<file path="src/rtl/regfile_writeback_if.sv">
// rtl/regfile_writeback_if.sv - ALU, load and register-file write-port signals
// for the writeback controller.
interface regfile_writeback_if #(
  parameter int DATA_W = 64,
  parameter int ADDR_W = 5
);
  logic              alu_valid;
  logic              alu_ready;
  logic [ADDR_W-1:0] alu_rd;
  logic [DATA_W-1:0] alu_data;
  logic              mem_valid;
  logic [ADDR_W-1:0] mem_rd;
  logic [DATA_W-1:0] mem_data;
  logic              RegWrite;
  logic [ADDR_W-1:0] RD;
  logic [DATA_W-1:0] WriteData;

  modport master (
    output alu_valid, alu_rd, alu_data, mem_valid, mem_rd, mem_data,
    input  alu_ready, RegWrite, RD, WriteData
  );

  modport slave (
    input  alu_valid, alu_rd, alu_data, mem_valid, mem_rd, mem_data,
    output alu_ready, RegWrite, RD, WriteData
  );
endinterface

</file>
<file path="src/rtl/regfile_writeback.sv">
// rtl/regfile_writeback.sv - merges ALU and load results onto the single
// register-file write port, buffering ALU results behind loads in order.
module regfile_writeback #(
  parameter int DATA_W = 64,
  parameter int ADDR_W = 5,
  parameter int DEPTH  = 4,
  localparam int PTR_W = $clog2(DEPTH),
  localparam int CNT_W = PTR_W + 1,
  localparam int NREG  = 1 << ADDR_W
) (
  input  logic                 clk,
  input  logic                 reset,
  regfile_writeback_if.slave   bus,
  output logic [NREG-1:0]      pending,
  output logic [CNT_W-1:0]     fifo_count
);
  localparam logic [CNT_W-1:0] FULL = CNT_W'(DEPTH);

  logic [ADDR_W-1:0] fifo_rd_q   [DEPTH];
  logic [ADDR_W-1:0] fifo_rd_d   [DEPTH];
  logic [DATA_W-1:0] fifo_data_q [DEPTH];
  logic [DATA_W-1:0] fifo_data_d [DEPTH];
  logic [DEPTH-1:0]  kill_q, kill_d;
  logic [PTR_W-1:0]  wr_ptr_q, wr_ptr_d;
  logic [PTR_W-1:0]  rd_ptr_q, rd_ptr_d;
  logic [CNT_W-1:0]  count_q, count_d;
  logic              reg_write_q, reg_write_d;
  logic [ADDR_W-1:0] rd_out_q, rd_out_d;
  logic [DATA_W-1:0] wdata_q, wdata_d;

  logic [DEPTH-1:0]  occ;
  logic              alu_ready;
  logic              load_wr, empty, head_kill, head_pop, head_wr;
  logic              alu_take, bypass, push;

  // Slot i is occupied when its distance from the head is below the count.
  for (genvar i = 0; i < DEPTH; i++) begin : g_occ
    logic [PTR_W-1:0] off;
    assign off    = PTR_W'(i) - rd_ptr_q;
    assign occ[i] = {1'b0, off} < count_q;
  end

  always_comb begin
    alu_ready = reset && (count_q != FULL);
    load_wr   = bus.mem_valid && (bus.mem_rd != '0);
    empty     = (count_q == '0);
    head_kill = kill_q[rd_ptr_q];
    head_pop  = !empty && (head_kill || !load_wr);
    head_wr   = !empty && !head_kill && !load_wr;
    alu_take  = bus.alu_valid && alu_ready && (bus.alu_rd != '0);
    bypass    = alu_take && empty && !load_wr;
    push      = alu_take && !bypass;
  end

  always_comb begin
    fifo_rd_d   = fifo_rd_q;
    fifo_data_d = fifo_data_q;
    kill_d      = kill_q;
    wr_ptr_d    = wr_ptr_q;
    rd_ptr_d    = rd_ptr_q;
    reg_write_d = 1'b0;
    rd_out_d    = rd_out_q;
    wdata_d     = wdata_q;

    if (load_wr) begin
      reg_write_d = 1'b1;
      rd_out_d    = bus.mem_rd;
      wdata_d     = bus.mem_data;
    end else if (head_wr) begin
      reg_write_d = 1'b1;
      rd_out_d    = fifo_rd_q[rd_ptr_q];
      wdata_d     = fifo_data_q[rd_ptr_q];
    end else if (bypass) begin
      reg_write_d = 1'b1;
      rd_out_d    = bus.alu_rd;
      wdata_d     = bus.alu_data;
    end

    // Older buffered ALU results must not overwrite a newer load value.
    for (int i = 0; i < DEPTH; i++) begin
      if (load_wr && occ[i] && (fifo_rd_q[i] == bus.mem_rd)) kill_d[i] = 1'b1;
    end

    // The entry pushed this cycle is younger than the load, so it stays live.
    if (push) begin
      fifo_rd_d[wr_ptr_q]   = bus.alu_rd;
      fifo_data_d[wr_ptr_q] = bus.alu_data;
      kill_d[wr_ptr_q]      = 1'b0;
      wr_ptr_d              = wr_ptr_q + 1'b1;
    end
    if (head_pop) rd_ptr_d = rd_ptr_q + 1'b1;

    count_d = count_q + CNT_W'(push) - CNT_W'(head_pop);
  end

  always_comb begin
    pending = '0;
    for (int i = 0; i < DEPTH; i++) begin
      if (occ[i] && !kill_q[i]) pending[fifo_rd_q[i]] = 1'b1;
    end
    pending[0] = 1'b0;
  end

  always_ff @(posedge clk or negedge reset) begin
    if (!reset) begin
      for (int i = 0; i < DEPTH; i++) begin
        fifo_rd_q[i]   <= '0;
        fifo_data_q[i] <= '0;
      end
      kill_q      <= '0;
      wr_ptr_q    <= '0;
      rd_ptr_q    <= '0;
      count_q     <= '0;
      reg_write_q <= 1'b0;
      rd_out_q    <= '0;
      wdata_q     <= '0;
    end else begin
      fifo_rd_q   <= fifo_rd_d;
      fifo_data_q <= fifo_data_d;
      kill_q      <= kill_d;
      wr_ptr_q    <= wr_ptr_d;
      rd_ptr_q    <= rd_ptr_d;
      count_q     <= count_d;
      reg_write_q <= reg_write_d;
      rd_out_q    <= rd_out_d;
      wdata_q     <= wdata_d;
    end
  end

  assign bus.alu_ready = alu_ready;
  assign bus.RegWrite  = reg_write_q;
  assign bus.RD        = rd_out_q;
  assign bus.WriteData = wdata_q;
  assign fifo_count    = count_q;
endmodule
</file>
<file path="src/flat_wrapper.sv">
// flat-port wrapper written by rule: the top's interface ports become plain ports
module regfile_writeback_flat 
#(
  parameter int DATA_W = 64,
  parameter int ADDR_W = 5,
  parameter int DEPTH  = 4,
  localparam int PTR_W = $clog2(DEPTH),
  localparam int CNT_W = PTR_W + 1,
  localparam int NREG  = 1 << ADDR_W
)
  (clk, reset, pending, fifo_count, bus_alu_valid, bus_alu_rd, bus_alu_data, bus_mem_valid, bus_mem_rd, bus_mem_data, bus_alu_ready, bus_RegWrite, bus_RD, bus_WriteData);
  regfile_writeback_if #(.DATA_W(DATA_W), .ADDR_W(ADDR_W)) bus_i ();
  input  logic clk;
  input  logic reset;
  output logic [NREG-1:0] pending;
  output logic [CNT_W-1:0] fifo_count;
  input wire logic [$bits(bus_i.alu_valid)-1:0] bus_alu_valid;
  input wire logic [$bits(bus_i.alu_rd)-1:0] bus_alu_rd;
  input wire logic [$bits(bus_i.alu_data)-1:0] bus_alu_data;
  input wire logic [$bits(bus_i.mem_valid)-1:0] bus_mem_valid;
  input wire logic [$bits(bus_i.mem_rd)-1:0] bus_mem_rd;
  input wire logic [$bits(bus_i.mem_data)-1:0] bus_mem_data;
  output wire logic [$bits(bus_i.alu_ready)-1:0] bus_alu_ready;
  output wire logic [$bits(bus_i.RegWrite)-1:0] bus_RegWrite;
  output wire logic [$bits(bus_i.RD)-1:0] bus_RD;
  output wire logic [$bits(bus_i.WriteData)-1:0] bus_WriteData;
  assign bus_i.alu_valid = bus_alu_valid;
  assign bus_i.alu_rd = bus_alu_rd;
  assign bus_i.alu_data = bus_alu_data;
  assign bus_i.mem_valid = bus_mem_valid;
  assign bus_i.mem_rd = bus_mem_rd;
  assign bus_i.mem_data = bus_mem_data;
  assign bus_alu_ready = bus_i.alu_ready;
  assign bus_RegWrite = bus_i.RegWrite;
  assign bus_RD = bus_i.RD;
  assign bus_WriteData = bus_i.WriteData;
  regfile_writeback #(.DATA_W(DATA_W), .ADDR_W(ADDR_W), .DEPTH(DEPTH)) u_core (.clk(clk), .reset(reset), .bus(bus_i), .pending(pending), .fifo_count(fifo_count));
endmodule
</file>
<file path="config.mk">
export PLATFORM = sky130hd
export DESIGN_NAME = regfile_writeback_flat
export DESIGN_NICKNAME = d
export VERILOG_FILES = /design/src/rtl/regfile_writeback_if.sv /design/src/rtl/regfile_writeback.sv /design/src/flat_wrapper.sv
export SDC_FILE = /design/constraint.sdc
export NUM_CORES = 1
export LEC_CHECK = 0
export ABC_AREA = 1
export BUFFER_PORTS_ARGS = -buffer_cell sky130_fd_sc_hd__buf_4
export CORE_MARGIN = 5
export CORE_UTILIZATION = 45
export CTS_CLUSTER_DIAMETER = 120
export CTS_CLUSTER_SIZE = 10
export DETAILED_ROUTE_END_ITERATION = 6
export GPL_TIMING_DRIVEN = 0
export HOLD_SLACK_MARGIN = 0.1
export PLACE_DENSITY = 0.67
export SYNTH_ARGS = -nofsm -noshare
export SYNTH_HDL_FRONTEND = slang
export SYNTH_SLANG_ARGS = --single-unit
</file>
<file path="constraint.sdc">
create_clock -name clk -period 2.6 [get_ports clk]
set_input_delay 0.39 -clock clk [delete_from_list [all_inputs] [get_ports clk]]
set_output_delay 0.39 -clock clk [all_outputs]
set_load 0.01 [all_outputs]
</file>
Yosys cells after proc, flatten, opt, wreduce, memory -nomap -nowiden:

Index checks and enable logic that the tools add are counted.

* divide/modulo/power cells: 0
* $mul: 0
* bitwise logic cells: 7
* add/subtract/negate cells: 8
* magnitude comparators: 18
* reductions and logical operators: 41
* multiplexer cells: 42
* equal/unequal tests: 5
* shifts and indexed selects: 0

Operators by type and width (count)
* $mux W64: 6
* $bwmux W256: 1
* $bmux W64 S2: 1
* $demux W64 S2: 1
* $mux W32: 4
* $or A32 B32 Y32: 3
* $mux W5: 6
* $logic_and A1 B1 Y1: 28
* $lt A5 B6 Y1 const B: 4
* $bwmux W20: 1
* $demux W1 S5: 4
* $eq A5 B5 Y1: 4
* $ge A5 B1 Y1 const B: 4
* $mux W1: 13
* $lt A2 B3 Y1: 4
* $bmux W5 S2: 1
* $demux W5 S2: 1
* $reduce_bool A5 Y1: 2
* $logic_not A1 Y1: 8
* $ge A3 B3 Y1 const B: 2
* $lt A2 B3 Y1 const B: 2
* $not A2 Y3: 2
* $add A2 B1 Y2 const B: 2
* $and A4 B4 Y4: 1
* 14 further kinds: 16

* bits in writable memories: 0
* input bits: 142
* ROM bits: 0
* bits in latches: 0
* register bits: 357
* output and inout port bits: 106
* memories kept: 0

Longest topological paths before layout:

* depth after elaboration: 11
* gate-level depth with buffers: 14

Worst setup path before layout:

Ideal clock, no wire load.

* path kind: flip-flop to output port
* from: reg u_core.rd_ptr_q[1]
* to: out pending[13]
* path slack: -0.042 ns
* path buffers: 2
* data arrival time: 2.252 ns
* stages on the path, launching flop included: 14
* cell sequence: dfrtp_1 > buf_4 > nand2_1 > clkinv_1 > clkbuf_1 > nor2_1 > inv_1 > ha_1 > a21boi_0 > o21ai_0 > nand2_1 > nor2_1 > a21oi_1 > nand2_1

* word-level cells in the longest chain between the ends: 10
* elaborated cells on any way between the ends: 19

Ends and longest elaborated chain
* start: declaration: line regfile_writeback.sv:25 `logic [PTR_W-1:0] rd_ptr_q, rd_ptr_d;`
* start signal: assignment: line regfile_writeback.sv:122 `rd_ptr_q <= rd_ptr_d;`
* $sub A1 B2 Y2: line regfile_writeback.sv:39 `assign off = PTR_W'(i) - rd_ptr_q;`
* $lt A2 B3 Y1: line regfile_writeback.sv:40 `assign occ[i] = {1'b0, off} < count_q;`
* $logic_and A1 B1 Y1: line regfile_writeback.sv:99 `if (occ[i] && !kill_q[i]) pending[fifo_rd_q[i]] = 1'b1;`
* $mux W32: line regfile_writeback.sv:99
* $or A32 B32 Y32 (no line)
* $mux W32: line regfile_writeback.sv:99
* $or A32 B32 Y32 (no line)
* $mux W32: line regfile_writeback.sv:99
* $or A32 B32 Y32 (no line)
* $mux W32 *: line regfile_writeback.sv:99
* end: declaration: line flat_wrapper.sv:15 `output logic [NREG-1:0] pending;`

Mark *: on every way between the ends. The rest lies on a longest branch, timed or not.

Worst setup path after layout:

* from: reg u_core.rd_ptr_q[1]
* to: out pending[22]

Same word-level chain as after synthesis.

==> impl_metrics.ini <==
[timing]
grt_setup_unrepaired = true
finalMaxSlewViolations = 0
hold_ws_ns = 0.1149
worst_slack_ns = -0.5422
setup_viol = 301
hold_viol = 0
finClkSkew_ns = 0.01740
timing.fmax_ghz = 0.3183
worst_slew_pin_slew_ns = 1.177
min_period_ns = 3.142
fin_crit_sh_pct = 120.9
tns_ns = -35.36
slew_headroom_pct = 21.24

[worst_setup_path]
crit_chain = buf_6 -> nor2_4 -> buf_8 -> nor2_4 -> inv_2 -> ha_4 -> a21boi_2 -> o21ai_2 -> nand2_4 -> nor2_4 -> nand2_1 -> nand4_1 -> buf_4
critical_path.startpoint = u_core.rd_ptr_q[1]$_DFFE_PN0P_
slowest_delay_ns = 0.36
cp_num_buf_inv = 4
r2r_cells = 14
ff2ff_setup_slack_ns = 0.01
cp_slowest_cell = dfrtp_1
path_depth = 13
crit_required_ns = 2.21
end_kind = output pin
crit_path_frequent_cell = nor2_4
cp-start-kind = register
critPathKind = reg2out
path_max_fanout = 8
r2r-end = u_core.fifo_count[2]$_DFF_PN0_
timing.rr.start = u_core.rd_ptr_q[0]$_DFFE_PN0P_
critical_path.top_delay_family = simple AND/OR/NAND/NOR gates
arrival_ns = 2.75

[synth]
synth-xor-area-share_pct = 1.093
ys_warn_count = 0
synth_compound_area_share_pct = 5.674
synthCells = 2590
synth_area_um2 = 18440
syn-num-nets = 2743
synth-main-ff-cell = dfrtp_1
synthMuxAreaShare_pct = 0
syn_area_per_cell_um2 = 7.118
synth-seq-area-share_pct = 48.46
yosys.area_share.simple_pct = 38.04
synth_edf_count = 0
post_synth_fa_ha_maj_area_fraction_pct = 0.7872
ys_ff_latch = 357
async_reset_ff_share_pct = 100.0
synth_top_family_by_area = simple AND/OR/NAND/NOR gates
yosys.cell_types.count = 36

[clock_tree]
clk_pin_slew_ns = 0.06
cts_tree = built
clockBufferDepth = 3
insertion_delay_ns = 0.54
cts_buffers = 41
clock_sinks = 357
cts_max_level = 2
clockRootBuffer = clkbuf_16

[global_routing]
grt_pass1_wl_um = 103400
grt_antenna_before_repair = 1
grt_pass1_vias = 18220
track_usage_pct = 29.27
grt-ovfl-total = 0
grt_max_degree = 86

[place]
dpl.hpwl_um = 45560
placed_cells = 3366
portBuffers = 241
placed_area_um2 = 21010
place_congestion = 0.9102
dpl_worst_slack_ns = -1.278

[power_and_ir_drop]
power.density_nw_per_um2 = 1279
internal_power_mw = 16.77
power_frac_clock_pct = 16.8
switching_share_pct = 44.56
p_total_mw = 30.26
leakagePower_nw = 12.37
pwr-share-comb_pct = 50.5
worst_ir_drop_vdd_mv = 0.6067
p_seq_share_pct = 32.7
p_sw_mw = 13.48

[hold_path]
hp-start = bus_alu_data[59]
holdPathStages = 3
worstHoldPathType = in2reg
min_to = u_core.fifo_data_q[251]$_DFFE_PN0P_

[cells_and_area]
finalNonFillerCells = 3504
syn_to_final_growth_pct = 28.33
utilization_pct = 58.21
final_area_um2 = 23660
nNetsFinal = 3123
drive_gt1_share_pct = 17.87
num-fill-cells = 3792

[route]
drt_pass1_iterations = 7
postRouteAntennaNets = 0
viasPerCell = 5.345
initialDrtViolationCount = 1989
drcViolationCount = 1
vias = 18730
wl_per_cell_um = 19.16
drt-total-wl_um = 67150

[floorplan]
die_w_um = 212.4
die_h_um = 212.4
placement_rows = 74
coreArea_um2 = 40650
initial_core_util_pct = 45.36
die-area_um2 = 45120
io_pins = 248

[run]
maxCapViolCount = 0

[outcome]
status = finished, violations left
violations = DRC, setup timing
==> sequential cells by signal (all words and copies together), names as in the netlist <==
register	flops
u_core.fifo_data_q	256
u_core.wr_ptr_q	2
u_core.kill_q	4
u_core.fifo_rd_q	20
u_core.bus.WriteData	64
u_core.bus.RD	5
u_core.rd_ptr_q	2
u_core.fifo_count	3
u_core.bus.RegWrite	1
==> power groups by stage <==
stage	sequential [mW]	combinational [mW]	clock (mW)
2_1_floorplan	9.81	8.02	0
3_3_place_gp	9.81	13.1	0
3_5_place_dp	9.86	13.4	0
4_1_cts	9.85	14.5	5.11
5_1_grt	10.2	16.8	5.33
6_report	9.91	15.3	5.07
==> cells in the final DEF (no fill, tap or decap), types with 3 or more instances in the layout <==
cell type      synthesis  routed
buf_16                 0       6
buf_4                 35     273
dfrtp_1              357     356
buf_6                 10      35
o21ai_2                0       3
xor2_1                 6       6
xnor2_1               17      17
o21ai_0               62      59
nor3_2                 0       6
dlygate4sd3_1          0      62
clkbuf_16              0      43
nor2_1               203     187
inv_1                 60      53
nand2_1             1380    1363
a21boi_2               1       3
o21ai_1                9       9
nor2_4                 1      15
a21oi_2                0      13
ha_1                  10       8
nand2_4                4       7
a21oi_1              125     112
nor2_2                 4       6
clkbuf_1              43      41
inv_2                  7      11
nor3_1                26      18
buf_1                 11      10
buf_2                 52      49
buf_12                 0       7
nand2_2                1      15
nand3_2                2      22
nand4_1               30      30
nand3_1              122     102
==> cell type report <==
cell class / count / area (µm²) / area share, %
Sequential cell: 357 / 8935 / 37.76
Timing Repair Buffer: 338 / 3013 / 12.73
Clock buffer: 42 / 1051 / 4.442
Buffer: 150 / 878.3 / 3.712
Antenna cell: 1 / 2.502 / 0.01058
Tap cell: 532 / 665.6 / 2.813
Clock inverter: 2 / 21.27 / 0.08990
Multi-Input combinational cell: 2014 / 8822 / 37.29
Inverter: 68 / 271.5 / 1.148
==> worst min-delay path: cells and delay by family <==
kind                   cells  cell delay, ns
buffers and inverters      1            0.12
and+or+nand+nor            2            0.10
==> Yosys cell counts (2+ instances only) <==
cell | number | area [µm²]
xnor2_1 | 17 | 148.9
ha_1 | 10 | 125.1
xor2_1 | 6 | 52.55
buf_6 | 10 | 112.6
o21ai_1 | 9 | 45.04
nor3_1 | 26 | 130.1
nand4_1 | 30 | 187.7
clkbuf_1 | 43 | 161.4
buf_1 | 11 | 41.29
buf_4 | 35 | 262.8
a21oi_1 | 125 | 625.6
nand2_1 | 1380 | 5180
nand3_2 | 2 | 20.02
o21ai_0 | 62 | 310.3
nand3b_1 | 2 | 15.01
nand3_1 | 122 | 610.6
nor2_1 | 203 | 762.0
nor2_2 | 4 | 25.02
inv_2 | 7 | 26.28
inv_1 | 60 | 225.2
nand2_4 | 4 | 45.04
dfrtp_1 | 357 | 8934
buf_2 | 52 | 260.3
==> per-layer routing <==
metal	global-route usage, %	share of wire, %	wire length [µm]
met1	40.79	42	28030
met2	46.78	46	31060
met3	5.150	8.4	5667
met4	9.623	3.6	2389
met5	0	0	0
==> worst max path at each step <==
stage | endpoint | slack [ns]
3_3_place_gp | u_core.fifo_count[2]$_DFF_PN0_ | -3.50
6_report | pending[22] | -0.54
3_5_place_dp | pending[19] | -1.28
4_1_cts | pending[18] | -0.64
5_1_grt | pending[22] | -0.63
2_1_floorplan | pending[10] | 0.02
==> kinds of logic after synthesis <==
group / count (synthesis)
AO/OA/AOI/OAI: 203
XOR/XNOR: 23
flip-flops: 357
AND/OR/NAND/NOR: 1776
adder cells (fa/ha/maj): 11
buffers and inverters: 219
other: 1
==> timing repair <==
action / 4_1_cts / 5_1_grt
pin swaps: 30 / 35
gates cloned: 1 / 1
resized for setup: 95 / 60
endpoints found under the setup margin: 297 / 384
endpoints found under the hold margin: 282 / 205
setup buffers: 16 / 11
hold buffers: 64 / 2
Note: power is estimated with default switching activity, not from simulation.
